File: src/rtl/uart_tx_fifo.sv
`default_nettype none
// ============================================================================
//  Module      : uart_tx_fifo
//  Description : Bus-mapped transmit buffer. CPU bytes are queued in a
//                DEPTH-entry FIFO and drained one at a time to a UART sender
//                over the TX_DATA / TX_EN / TX_STATUS handshake. A status
//                register exposes fill level, busy and a sticky overflow flag.
//  Revision    : 1.0 - initial release
// ============================================================================
module uart_tx_fifo #(
    parameter int          DEPTH        = 8,
    parameter int          AW           = 3,
    parameter logic [31:0] DATA_ADDR    = 32'h4000_0018,
    parameter logic [31:0] STAT_ADDR    = 32'h4000_0024,
    parameter int          BUSY_TIMEOUT = 16
) (
    input  logic        clk,
    input  logic        reset,
    input  logic        MemRd,
    input  logic        MemWr,
    input  logic [31:0] Addr,
    input  logic [31:0] WriteData,
    output logic [31:0] ReadData,
    output logic [7:0]  TX_DATA,
    output logic        TX_EN,
    input  logic        TX_STATUS
);

    localparam int c_tw = $clog2(BUSY_TIMEOUT + 1);
    localparam int c_cw = AW + 1;

    localparam logic [1:0] c_st_idle      = 2'd0;
    localparam logic [1:0] c_st_wait_busy = 2'd1;
    localparam logic [1:0] c_st_wait_done = 2'd2;

    localparam logic [AW-1:0]   c_ptr_one      = {{(AW-1){1'b0}}, 1'b1};
    localparam logic [AW:0]     c_cnt_one      = {{AW{1'b0}}, 1'b1};
    localparam logic [AW:0]     c_cnt_full     = c_cw'(DEPTH);
    localparam logic [c_tw-1:0] c_tmr_one      = {{(c_tw-1){1'b0}}, 1'b1};
    localparam logic [c_tw-1:0] c_timeout_last = c_tw'(BUSY_TIMEOUT - 1);

    logic [7:0]      r_mem [DEPTH];
    logic [AW-1:0]   r_wr_ptr;
    logic [AW-1:0]   r_rd_ptr;
    logic [AW:0]     r_count;
    logic            r_overflow;
    logic [1:0]      r_state;
    logic [1:0]      w_state_nxt;
    logic [c_tw-1:0] r_timer;
    logic [c_tw-1:0] w_timer_nxt;
    logic [7:0]      r_tx_data;
    logic            r_tx_en;

    logic            w_empty;
    logic            w_full;
    logic            w_push_req;
    logic            w_push;
    logic            w_pop;
    logic            w_ovf_set;
    logic            w_ovf_clr;
    logic            w_busy;
    logic [3:0]      w_count4;
    logic            w_unused_wdata;

    assign w_empty    = (r_count == '0);
    assign w_full     = (r_count == c_cnt_full);
    assign w_busy     = (r_state != c_st_idle);
    assign w_count4   = 4'(r_count);
    assign w_push_req = MemWr && (Addr == DATA_ADDR);
    // A full FIFO still accepts a byte when the drain pops in the same cycle.
    assign w_push     = w_push_req && (!w_full || w_pop);
    assign w_ovf_set  = w_push_req && w_full && !w_pop;
    assign w_ovf_clr  = MemWr && (Addr == STAT_ADDR) && WriteData[2];

    assign w_unused_wdata = ^WriteData[31:8];

    // FIFO storage write port; contents need no reset since pointers define validity.
    always_ff @(posedge clk) begin
        if (w_push) begin
            r_mem[r_wr_ptr] <= WriteData[7:0];
        end
    end

    // Pointers, fill count and sticky overflow (set beats clear).
    always_ff @(posedge clk) begin
        if (reset) begin
            r_wr_ptr   <= '0;
            r_rd_ptr   <= '0;
            r_count    <= '0;
            r_overflow <= 1'b0;
        end else begin
            if (w_push) begin
                r_wr_ptr <= r_wr_ptr + c_ptr_one;
            end
            if (w_pop) begin
                r_rd_ptr <= r_rd_ptr + c_ptr_one;
            end
            if (w_push && !w_pop) begin
                r_count <= r_count + c_cnt_one;
            end else if (w_pop && !w_push) begin
                r_count <= r_count - c_cnt_one;
            end
            if (w_ovf_set) begin
                r_overflow <= 1'b1;
            end else if (w_ovf_clr) begin
                r_overflow <= 1'b0;
            end
        end
    end

    // Drain FSM state, busy timer and registered sender outputs.
    always_ff @(posedge clk) begin
        if (reset) begin
            r_state   <= c_st_idle;
            r_timer   <= '0;
            r_tx_en   <= 1'b0;
            r_tx_data <= 8'h00;
        end else begin
            r_state <= w_state_nxt;
            r_timer <= w_timer_nxt;
            r_tx_en <= w_pop;
            if (w_pop) begin
                r_tx_data <= r_mem[r_rd_ptr];
            end
        end
    end

    // Drain FSM next-state: launch, wait for sender to go busy (or time out), wait for idle.
    always_comb begin
        w_state_nxt = r_state;
        case (r_state)
            c_st_idle: begin
                if (!w_empty && TX_STATUS) begin
                    w_state_nxt = c_st_wait_busy;
                end
            end
            c_st_wait_busy: begin
                if (!TX_STATUS) begin
                    w_state_nxt = c_st_wait_done;
                end else if (r_timer == c_timeout_last) begin
                    w_state_nxt = c_st_idle;
                end
            end
            c_st_wait_done: begin
                if (TX_STATUS) begin
                    w_state_nxt = c_st_idle;
                end
            end
            default: begin
                w_state_nxt = c_st_idle;
            end
        endcase
    end

    // Drain FSM outputs: pop/launch strobe and the busy-wait timer.
    always_comb begin
        w_pop       = 1'b0;
        w_timer_nxt = '0;
        case (r_state)
            c_st_idle: begin
                w_pop = !w_empty && TX_STATUS;
            end
            c_st_wait_busy: begin
                if (TX_STATUS) begin
                    w_timer_nxt = r_timer + c_tmr_one;
                end
            end
            default: begin
                w_pop       = 1'b0;
                w_timer_nxt = '0;
            end
        endcase
    end

    // Status register read mux; every other address reads as zero.
    always_comb begin
        ReadData = '0;
        if (MemRd && (Addr == STAT_ADDR)) begin
            ReadData[0]    = w_empty;
            ReadData[1]    = w_full;
            ReadData[2]    = r_overflow;
            ReadData[3]    = w_busy;
            ReadData[11:8] = w_count4;
        end
    end

    assign TX_DATA = r_tx_data;
    assign TX_EN   = r_tx_en;

endmodule
`default_nettype wire

File: config.mk
export PLATFORM = sky130hd
export DESIGN_NAME = uart_tx_fifo
export DESIGN_NICKNAME = d
export VERILOG_FILES = /design/src/rtl/uart_tx_fifo.sv
export SDC_FILE = /design/constraint.sdc
export NUM_CORES = 1
export LEC_CHECK = 0
export ABC_AREA = 1
export CORE_ASPECT_RATIO = 1.75
export CORE_MARGIN = 4
export CORE_UTILIZATION = 65
export CTS_BUF_LIST = sky130_fd_sc_hd__clkbuf_16
export CTS_CLUSTER_DIAMETER = 40
export DETAILED_ROUTE_END_ITERATION = 8
export DONT_BUFFER_PORTS = 1
export HOLD_SLACK_MARGIN = 0.1
export PLACE_DENSITY = 0.89
export SLEW_MARGIN = 30
export SYNTH_ARGS = -nofsm -noshare
export SYNTH_HDL_FRONTEND = slang
export SYNTH_SLANG_ARGS = --single-unit
File: constraint.sdc
create_clock -name clk -period 4.4 [get_ports clk]
set_input_delay 0.88 -clock clk [delete_from_list [all_inputs] [get_ports clk]]
set_output_delay 0.88 -clock clk [all_outputs]
set_load 0.01 [all_outputs]
# Yosys cells after proc, flatten, opt, wreduce, memory -nomap -nowiden
# Memory sizes are Yosys's and may differ from the RTL's. A register that Yosys moved wholly into a read port is not among the register bits.
# Cells that the tools add are included.
[word_totals] out_inout_bits=41 ff_bits=19 latchBits=0 rom_bits=0 mem_bits_rw=64 inputBits=69 memories=1 word_cells=60
[classes] eq_ne=9 shift=0 n_reduce_logical=22 magnitude_cmp=0 mul=0 add_sub_neg=5 n_mux=14 bitwise_logic=2 div_mod_pow=0
[mem_list] memory="r_mem" words=8 word_bits=8 read_ports=1 rd_clocked_by_memory_dff=1 wr=1 line="42" text="logic [7:0] r_mem [DEPTH];"
[op_table] operator="32-bit by 31-bit equality test with 1-bit output, second input constant" n=2
[op_table] operator="4-bit two-way mux" n=4
[op_table] operator="1-bit logical AND" n=10
[op_table] operator="2-bit two-way mux" n=4
[op_table] operator="3-bit by 1-bit adder with 3-bit output, second input constant" n=2
[op_table] operator="2-bit one-hot mux with 3 select lines" n=1
[op_table] operator="2-bit nonzero test" n=3
[op_table] operator="5-bit by 1-bit adder with 5-bit output, second input constant" n=1
[op_table] operator="5-bit by 4-bit equality test with 1-bit output, second input constant" n=1
[op_table] operator="1-bit two-way mux" n=5
[op_table] operator="4-bit by 1-bit adder with 4-bit output, second input constant" n=1
[op_table] operator="4-bit equality test, second input constant" n=1
[op_table] operator="1-bit logical NOT" n=4
[op_table] operator="4-bit logical NOT" n=1
[op_table] operator="2-bit inequality test, second input constant" n=2
[op_table] operator="4-bit by 1-bit subtractor with 4-bit output, second input constant" n=1
[op_table] operator="3-bit inequality test, second input constant" n=1
[op_table] operator="3-bit AND reduction" n=1
[op_table] operator="3-bit OR reduction" n=1
[op_table] operator="2-bit by 1-bit equality test with 1-bit output, second input constant" n=1
[op_table] operator="2-bit equality test, second input constant" n=1
[op_table] operator="2-bit logical NOT" n=1
[op_table] operator="1-bit NOT" n=2
[op_table] operator="1-bit logical OR" n=1

# Logic depth before layout (Yosys ltp)
# Gate-level depths: netlist of run 1.
[depth] ltp_word=10 depth_mapped=17 ltp_nobuf=17

# Worst setup path before layout of run 1
# Ideal clock, no wire load.
[synth_path] path_type="input to output" startpoint="input Addr[27]" endpoint="output ReadData[1]" n_path_buf=0 required_ps=3520 path_stages=7 arrival_ps=1779 path_slack_ps=1741 path_cell_list="nor2_1 -> nand2_1 -> inv_1 -> nand2_1 -> nor2_4 -> nand3_1 -> nor3_1"
[synth_via] elab_chain_len=3
[synth_lines] item="from (decl)" line="21" text="input logic [31:0] Addr,"
[synth_lines] item="32-bit by 31-bit equality test with 1-bit output" line="178" text="if (MemRd && (Addr == STAT_ADDR)) begin"
[synth_lines] item="1-bit logical AND" line="178"
[synth_lines] item="4-bit two-way mux" line="178"
[synth_lines] item="to (decl)" line="23" text="output logic [31:0] ReadData,"
# Every way passes these cells.

# Worst setup path after layout of run 1
[layout_path] startpoint="input Addr[31]" endpoint="output ReadData[1]"
# Same word-level chain as after synthesis.

==> flow_summary.json, run 1 <==
{
  "synth_compound_area_share_pct": 9.97,
  "ctsRootBufferMaster": "clkbuf_16",
  "grt_start_max_net_pins": 35,
  "grt_usage_pct": 24.7,
  "syn2layout_area_growth_pct": 7.45,
  "r2r_cells": 15,
  "post_cts_buffers": 0,
  "drtPass1Iterations": 5,
  "slowest_stage": "nor3_1",
  "maxSlewHeadroom_pct": 60.3,
  "io_buffers": 0,
  "p_per_area_nw_per_um2": 506,
  "cts_buffers": 9,
  "setup_viol": 0,
  "rr_startpoint": "r_count[1]",
  "slowest_delay_ns": 0.50,
  "synth_simple_gate_area_share_pct": 18.8,
  "syn_area_per_cell_um2": 9.69,
  "ios": 110,
  "die_w_um": 68.5,
  "outcome": "complete, no violations",
  "synthXorXnorAreaFrac_pct": 0.210,
  "slew_violations": 0,
  "routed_wl_um": 8740,
  "ys_seq_area_share_pct": 59.1,
  "hpwl_um": 5880,
  "n_antenna_cell": 0,
  "hold_viol": 0,
  "path_max_fanout": 8,
  "cp_common_cell": "nand2_1",
  "wire_per_inst_um": 16.8,
  "nNetsFinal": 513,
  "ys_warn_count": 0,
  "grt_antenna_before_repair": 0,
  "max_freq_ghz": 0.333,
  "synthAdderAreaFrac_pct": 2.58,
  "synth_cells": 430,
  "ctsHoldBuffers": 0,
  "drt_iter0_markers": 213,
  "drv_cap": 0,
  "cts_resized": 0,
  "vias": 2999,
  "cp-start-kind": "input pin",
  "synth_top_family_by_area": "simple AND/OR/NAND/NOR gates",
  "grt_pass1_wl_um": 13900,
  "fin_ws_ns": 1.40,
  "clock_skew_ns": 0.00800,
  "placementRows": 38,
  "hp-class": "reg2reg",
  "synth-edff-count": 64,
  "r2r-end": "r_count[3]",
  "die_h_um": 114,
  "cts_tree": "built",
  "start_util_pct": 66.9,
  "setup-tns-final_ns": 0,
  "worstSetupEndpoint": "ReadData[1]",
  "period_share_pct": 68.2,
  "layout-drive-gt1-share_pct": 8.62,
  "core_um2": 6230,
  "syn-cell-area_um2": 4170,
  "remaining_drc_errors": 0,
  "crit_chain": "inv_2 -> nand2_1 -> nor2_1 -> nand2_1 -> nor2_4 -> nand3_1 -> nor3_1",
  "worstPathArrival_ns": 2.12,
  "fin_total_pwr_mw": 2.26,
  "vias_per_cell": 5.76,
  "ys_seq_elements": 91,
  "htreeDepth": 3,
  "gp_congestion": 0.801,
  "setup.worst_path.start": "Addr[31]",
  "grt_pass1_vias": 2963,
  "critPathCaptureType": "primary output",
  "synth_flop_cell": "edfxtp_1",
  "fin_cells": 521,
  "dp_slack_ns": 1.42,
  "worstMarginPinSlew_ns": 0.596,
  "rsz0062_at_grt": "false",
  "cts_sinks": 91,
  "leakagePower_nw": 1.67,
  "worstSetupPathType": "in2out",
  "synthMuxAreaShare_pct": 0,
  "ff2ff_setup_slack_ns": 1.77,
  "insertion_delay_ns": 0.33,
  "clockBufferDepth": 2,
  "required_ns": 3.52,
  "max-vdd-ir-drop_v": 0.000403,
  "placed_cells": 505,
  "path_clk_slew_ns": 0.06,
  "die_area_um2": 7810,
  "min_period_ns": 3.00,
  "async_reset_ff_share_pct": 0,
  "synth_cell_types": 30,
  "ant_nets": 0,
  "grt_overflow": 0
}
==> logic make-up (layout without fill, tap and decap cells) <==
logic type                 after synthesis  after routing
AOI/OAI and AO/OA                       74             74
other                                    1             24
xor gates and xnor gates                 1              1
and+or+nand+nor                        182            182
adders and majority gates                8              8
DFF                                     91             91
buffers and inverters                   73             61
==> cell type report <==
type	instances	area, um^2
inverter	36	135
fill	442	1750
clock buffer	11	275
timing repair buffer	9	67.6
sequential	91	2460
tap	80	100
multi-input combinational	289	1410
clock inverter	5	28.8
==> worst min path at each step <==
stage | from | end | cells past startpoint
6_report | r_timer[0] | r_timer[0] | 1
5_1_grt | r_timer[0] | r_timer[0] | 1
4_1_cts | r_timer[0] | r_timer[0] | 1
3_5_place_dp | r_timer[0] | r_timer[0] | 1
3_3_place_gp | r_timer[0] | r_timer[0] | 1
2_1_floorplan | r_timer[0] | r_timer[0] | 1
==> flip-flops by register name (all words and copies together) (netlist names), 2 cells and up <==
signal    flops
TX_DATA       8
r_count       4
r_mem        64
r_state       2
r_wr_ptr      3
r_timer       5
r_rd_ptr      3
==> routing by layer <==
metal | wire [um] | global-route usage [%] | vias to the layer above
met5 | 0 | 0 | -
met3 | 651 | 6.31 | 30
met2 | 4960 | 43.4 | 150
li1 | - | - | 1413
met1 | 2800 | 26.0 | 1406
met4 | 326 | 12.6 | 0
==> worst max-delay path: cells and delay by family <==
| family | cells | cell delay [ns] |
|---|---|---|
| buf+inv | 1 | 0.03 |
| simple gates | 6 | 1.20 |
==> Yosys cell counts (3+ instances only) <==
master / n / area (um^2)
nor2_1: 97 / 364
edfxtp_1: 64 / 1920
nand2_1: 43 / 161
o21ai_0: 33 / 165
inv_1: 32 / 120
dfxtp_1: 27 / 541
buf_4: 26 / 195
a21oi_1: 19 / 95.1
nand3_1: 17 / 85.1
o211ai_1: 16 / 120
nor3_1: 10 / 50.1
buf_2: 9 / 45.0
ha_1: 7 / 87.6
nand2_2: 5 / 31.3
o21ai_1: 4 / 20.0
inv_2: 3 / 11.3
nor2_4: 3 / 33.8
==> cells in the final DEF, fill, tap and decap left out, types with 10 or more instances in the layout <==
cell / n
nor2_1: 97
clkbuf_16: 11
o21ai_0: 33
o211ai_1: 16
nand2_1: 43
nand3_1: 17
dfxtp_1: 26
inv_1: 33
nor3_1: 10
a21oi_1: 19
conb_1: 24
edfxtp_1: 64
==> stage by stage <==
stage / util (%) / hold slack, ns / cell area (um^2)
floorplan: - / 0.418 / 4250
detailed placement: 67.0 / 0.448 / 4170
finish: 71.9 / 0.463 / 4480
global route: 71.9 / 0.489 / 4480
CTS: 71.9 / 0.461 / 4480
global placement: 67.0 / 0.429 / 4170
==> report_power, final <==
group	switching, mW	leakage, nW	internal, mW
combinational	0.329	0.713	0.146
sequential	0.0700	0.795	0.968
clock	0.300	0.159	0.450
Power figures use the tool's default switching activity.
==> inputs of run 2 (changes only) <==
Settings changed: CORE_UTILIZATION 65 to 63, PLACE_DENSITY 0.89 to 0.87.
Clock period 4.4 ns to 3.1 ns, I/O delays scaled along.
==> run 2 against run 1 <==
Combinational power up 33%; sequential power up 44%; final cell count up 0.19%; first-iteration DRC count down 26%; total power up 38%; utilization down 3.3 points; worst hold slack worse by 0.12 ns; wire length down 3.6%; sequential cell count unchanged; non-clock buffer count unchanged; register-to-register slack worse by 1.2 ns; clock-buffer cell count down 1; largest cell class unchanged; highest routed layer unchanged.
==> flow_summary.json, run 2 (synthesized netlist as in run 1, its figures left out) <==
{
  "outcome": "complete, no violations",
  "gp_congestion": 0.847,
  "p_clk_share_pct": 31.8,
  "fin_cells": 522,
  "cts_tree": "built",
  "path_clk_slew_ns": 0.06,
  "final_cell_mix": "97 x nor2_1, 64 x edfxtp_1, 43 x nand2_1",
  "hp-class": "in2reg",
  "slew_violations": 0,
  "grt_pass1_wl_um": 13200,
  "ios": 110,
  "holdPathStages": 1,
  "ant_nets": 0,
  "maxSlewHeadroom_pct": 55.3,
  "max_freq_ghz": 0.388,
  "cts_resized": 0,
  "fin_area_um2": 4450,
  "fin_ws_ns": 0.525,
  "min_period_ns": 2.57,
  "p_int_mw": 2.16,
  "hold_end": "TX_DATA[2]",
  "die_area_um2": 8030,
  "grt_start_max_net_pins": 35,
  "cp-start-kind": "register",
  "post_cts_buffers": 0,
  "wire_per_inst_um": 16.1,
  "io_buffers": 0,
  "insertion_delay_ns": 0.34,
  "swShare_pct": 30.7,
  "grt_overflow": 0,
  "dp_slack_ns": 0.400,
  "vias_per_cell": 5.51,
  "largest_reg_flops": 64,
  "placementRows": 39,
  "grt_usage_pct": 22.0,
  "cts_buffers": 9,
  "period_share_pct": 83.1,
  "r2r_cells": 15,
  "leakagePower_nw": 1.65,
  "remaining_drc_errors": 0,
  "fin_total_pwr_mw": 3.12,
  "die_w_um": 69.5,
  "clockBufferDepth": 2,
  "routed_wl_um": 8420,
  "nNetsFinal": 513,
  "setup_viol": 0,
  "worstSetupPathType": "reg2reg",
  "rr_startpoint": "r_count[0]",
  "setup-tns-final_ns": 0,
  "final_common_cell": "nor2_1",
  "power_frac_comb_pct": 20.2,
  "layout-drive-gt1-share_pct": 8.18,
  "worstMarginPinSlew_ns": 0.669,
  "hpwl_um": 5920,
  "n_antenna_cell": 0,
  "required_ns": 3.34,
  "die_h_um": 116,
  "ff2ff_setup_slack_ns": 0.53,
  "cts_sinks": 91,
  "drv_cap": 0,
  "core_um2": 6490,
  "drt_iter0_markers": 157,
  "timing.hold.ws_ns": 0.343,
  "hold_path_startpoint": "reset",
  "postPlaceCellArea_um2": 4170,
  "p_seq_share_pct": 48.0,
  "rsz0062_at_grt": "false",
  "fill_cells": 470,
  "max-vdd-ir-drop_v": 0.000620,
  "power_switching_mw": 0.958,
  "vias": 2875,
  "p_per_area_nw_per_um2": 701,
  "top_register": "r_mem",
  "htreeDepth": 3,
  "critPathCaptureType": "register",
  "grt_pass1_vias": 2754,
  "drtPass1Iterations": 5,
  "r2r-end": "r_count[3]",
  "fin_util_pct": 68.6,
  "syn2layout_area_growth_pct": 6.82,
  "path_max_fanout": 16,
  "ctsRootBufferMaster": "clkbuf_16",
  "clock_skew_ns": 0.00675,
  "worstPathArrival_ns": 2.81,
  "start_util_pct": 64.2,
  "placed_cells": 507,
  "hold_viol": 0,
  "grt_antenna_before_repair": 0,
  "ctsHoldBuffers": 0
}
[run 2: cell types whose count changed in the layout (fill, tap and decap cells not counted), sizes merged]
cell,change
clkbuf,-1
inv,-3
clkinv,+3
[run 2: final cells by class]
| class | instances | area, um^2 | area share, % |
|---|---|---|---|
| timing repair buffer | 9 | 67.6 | 1.52 |
| tap | 82 | 103 | 2.31 |
| multi-input combinational | 289 | 1410 | 31.6 |
| inverter | 36 | 135 | 3.04 |
| clock buffer | 10 | 250 | 5.62 |
| clock inverter | 5 | 25.0 | 0.562 |
| sequential | 91 | 2460 | 55.4 |
[run 2: metal layers]
metal | wire length (um) | global-route usage [%] | vias up | part of all wire, %
met3 | 580 | 5.38 | 18 | 6.9
met2 | 4740 | 41.6 | 123 | 56
met4 | 287 | 14.0 | 0 | 3.4
li1 | - | - | 1420 | -
met5 | 0 | 0 | - | 0
met1 | 2810 | 20.9 | 1314 | 33
[run 2: power by group through the flow]
stage | clock network (mW) | registers (mW) | logic [mW]
after floorplan | 0 | 1.47 | 0.567
after global placement | 0 | 1.52 | 0.590
after detailed placement | 0 | 1.52 | 0.625
after CTS | 1.00 | 1.50 | 0.633
after global routing | 1.06 | 1.51 | 0.718
final | 0.992 | 1.50 | 0.630
[run 2: how the worst max path moves through the flow]
stage	from	end	slack, ns
2_1_floorplan	Addr[27]	r_count[3]	0.71
3_3_place_gp	Addr[27]	r_count[3]	0.56
5_1_grt	r_count[1]	r_count[3]	0.26
4_1_cts	r_count[0]	r_count[3]	0.54
6_report	r_count[0]	r_count[3]	0.53
3_5_place_dp	Addr[1]	r_count[3]	0.40
[run 2: worst max-delay path, stage by stage, from the launching register on]
cell and delay, ns:
dfxtp_1 0.40, nor2_1 0.10, nand2_2 0.11, nand3_4 0.19
nand2_2 0.16, inv_2 0.06, nor2_4 0.15, ha_1 0.16
inv_1 0.09, ha_1 0.33, a21oi_1 0.15, nand2_1 0.08
o21ai_0 0.24, nand2_1 0.11, nand2_1 0.09, nor2_1 0.04
==> inputs of run 3 (changes only) <==
Clock period 3.1 ns to 2.5 ns, I/O delays scaled along.
==> run 3 against run 2 <==
Wire length increased by 6.0%; global-route usage rose by 0.85 points; sequential power grew 23%; first-iteration DRC count increased by 13%; sequential share of layout area shrank 0.94 points; sequential cell count stayed put; register-to-register slack worse by 0.41 ns; critical path depth is 1 higher; clock power up 29%; maximum frequency rose by 7.8%; clock skew rose by 0.0050 ns; combinational power grew 42%; largest power group unchanged; highest routed layer unchanged.
==> flow_summary.json, run 3 (synthesized netlist as in run 1, its figures left out) <==
{
  "outcome": "complete, no violations",
  "max_freq_ghz": 0.419,
  "hpwl_um": 6010,
  "period_share_pct": 95.6,
  "leakagePower_nw": 1.69,
  "required_ns": 2.77,
  "fin_ws_ns": 0.111,
  "critPathCaptureType": "register",
  "min_period_ns": 2.39,
  "remaining_drc_errors": 0,
  "holdPathStages": 1,
  "vias_per_cell": 5.63,
  "htreeDepth": 3,
  "hold_end": "TX_DATA[5]",
  "grt_start_max_net_pins": 35,
  "r2r-end": "r_count[3]",
  "maxSlewHeadroom_pct": 61.9,
  "hold_viol": 0,
  "postPlaceCellArea_um2": 4220,
  "io_buffers": 0,
  "top_register": "r_mem",
  "cts_buffers": 9,
  "syn2layout_area_growth_pct": 8.71,
  "setup.worst_path.start": "r_count[1]",
  "grt_pass1_wl_um": 13600,
  "vias": 2978,
  "gp_congestion": 0.829,
  "worstSetupPathType": "reg2reg",
  "layout-drive-gt1-share_pct": 11.0,
  "fill_cells": 454,
  "ff2ff_setup_slack_ns": 0.11,
  "final_cell_mix": "95 x nor2_1, 64 x edfxtp_1, 43 x nand2_1",
  "clockBufferDepth": 2,
  "wire_per_inst_um": 16.9,
  "final_common_cell": "nor2_1",
  "ant_nets": 0,
  "cts_sinks": 91,
  "grt_antenna_before_repair": 0,
  "hp-class": "in2reg",
  "slew_violations": 0,
  "cts_tree": "built",
  "routed_wl_um": 8930,
  "largest_reg_flops": 64,
  "placementRows": 39,
  "rr_startpoint": "r_count[1]",
  "hold_path_startpoint": "reset",
  "post_cts_buffers": 0,
  "cp-start-kind": "register",
  "die_area_um2": 8030,
  "start_util_pct": 64.2,
  "ctsRootBufferMaster": "clkbuf_16",
  "drtPass1Iterations": 4,
  "n_antenna_cell": 0,
  "r2r_cells": 16,
  "insertion_delay_ns": 0.34,
  "worstMarginPinSlew_ns": 0.571,
  "core_um2": 6490,
  "nNetsFinal": 519,
  "dp_slack_ns": -0.000943,
  "path_max_fanout": 5,
  "clock_skew_ns": 0.0117,
  "grt_overflow": 0,
  "drt_iter0_markers": 178,
  "ctsHoldBuffers": 0,
  "setup_viol": 0,
  "die_h_um": 116,
  "fin_total_pwr_mw": 4.01,
  "fin_area_um2": 4530,
  "die_w_um": 69.5,
  "fin_util_pct": 69.8,
  "max-vdd-ir-drop_v": 0.000723,
  "path_clk_slew_ns": 0.07,
  "p_per_area_nw_per_um2": 885,
  "grt_pass1_vias": 2868,
  "worstPathArrival_ns": 2.66,
  "ios": 110,
  "grt_usage_pct": 22.9,
  "drv_cap": 0
}
## run 3: area by class of cell
cell class	count	area [um^2]	share of cell area (%)
inverters	36	135	2.98
well taps	82	103	2.27
multi-input cells	289	1430	31.5
clock buffers	10	250	5.52
repair buffers	15	113	2.49
flip-flops and latches	91	2460	54.4
clock inverters	6	36.3	0.801
## run 3: power by group
group	internal, mW	total, mW	switching [mW]
Clock	0.732	1.28	0.546
Combinational	0.291	0.893	0.602
Sequential	1.71	1.84	0.131
Total	2.73	4.01	1.28
## run 3: critical path: stages (launching register included)
cell	delay (ns)
dfxtp_2	0.35
nor2_2	0.17
nand2_1	0.09
nor2_1	0.12
nand2_2	0.11
inv_2	0.09
nor2_4	0.05
ha_1	0.19
inv_2	0.11
ha_4	0.22
a21oi_2	0.13
nand2_1	0.09
a21oi_1	0.16
o21ai_1	0.13
nand2_1	0.09
nand2_1	0.06
nor2_2	0.14
## run 3: worst max-delay path by stage
stage / endpoint / slack, ns / depth (start not counted)
after floorplan: r_count[3] / 0.23 / 16
after global placement: r_count[3] / 0.10 / 16
after detailed placement: r_count[3] / -0.0009 / 16
after CTS: r_count[3] / 0.01 / 16
after global routing: r_count[3] / -0.02 / 16
final: r_count[3] / 0.11 / 16
## run 3: repair_timing
action                     in CTS  in global routing
hold endpoints to repair        0                  0
pin swaps                       0                  1
setup endpoints to repair       1                  1
resized for setup               1                  7
## run 3: metal layers
layer / vias to the layer above / GRT usage, % / routed length (um)
met5: - / 0 / 0
met4: 0 / 13.7 / 368
met3: 30 / 5.99 / 631
met2: 127 / 44.8 / 5020
met1: 1397 / 20.4 / 2910
li1: 1424 / - / -
## run 3: through the flow
step | setup TNS [ns] | hold slack (ns) | std cells
after CTS | 0 | 0.216 | 529
final | 0 | 0.223 | 529
after global placement | 0 | 0.426 | 513
after detailed placement | -0.000943 | 0.439 | 513
after floorplan | 0 | 0.418 | 453
after global routing | -0.0156 | 0.205 | 529
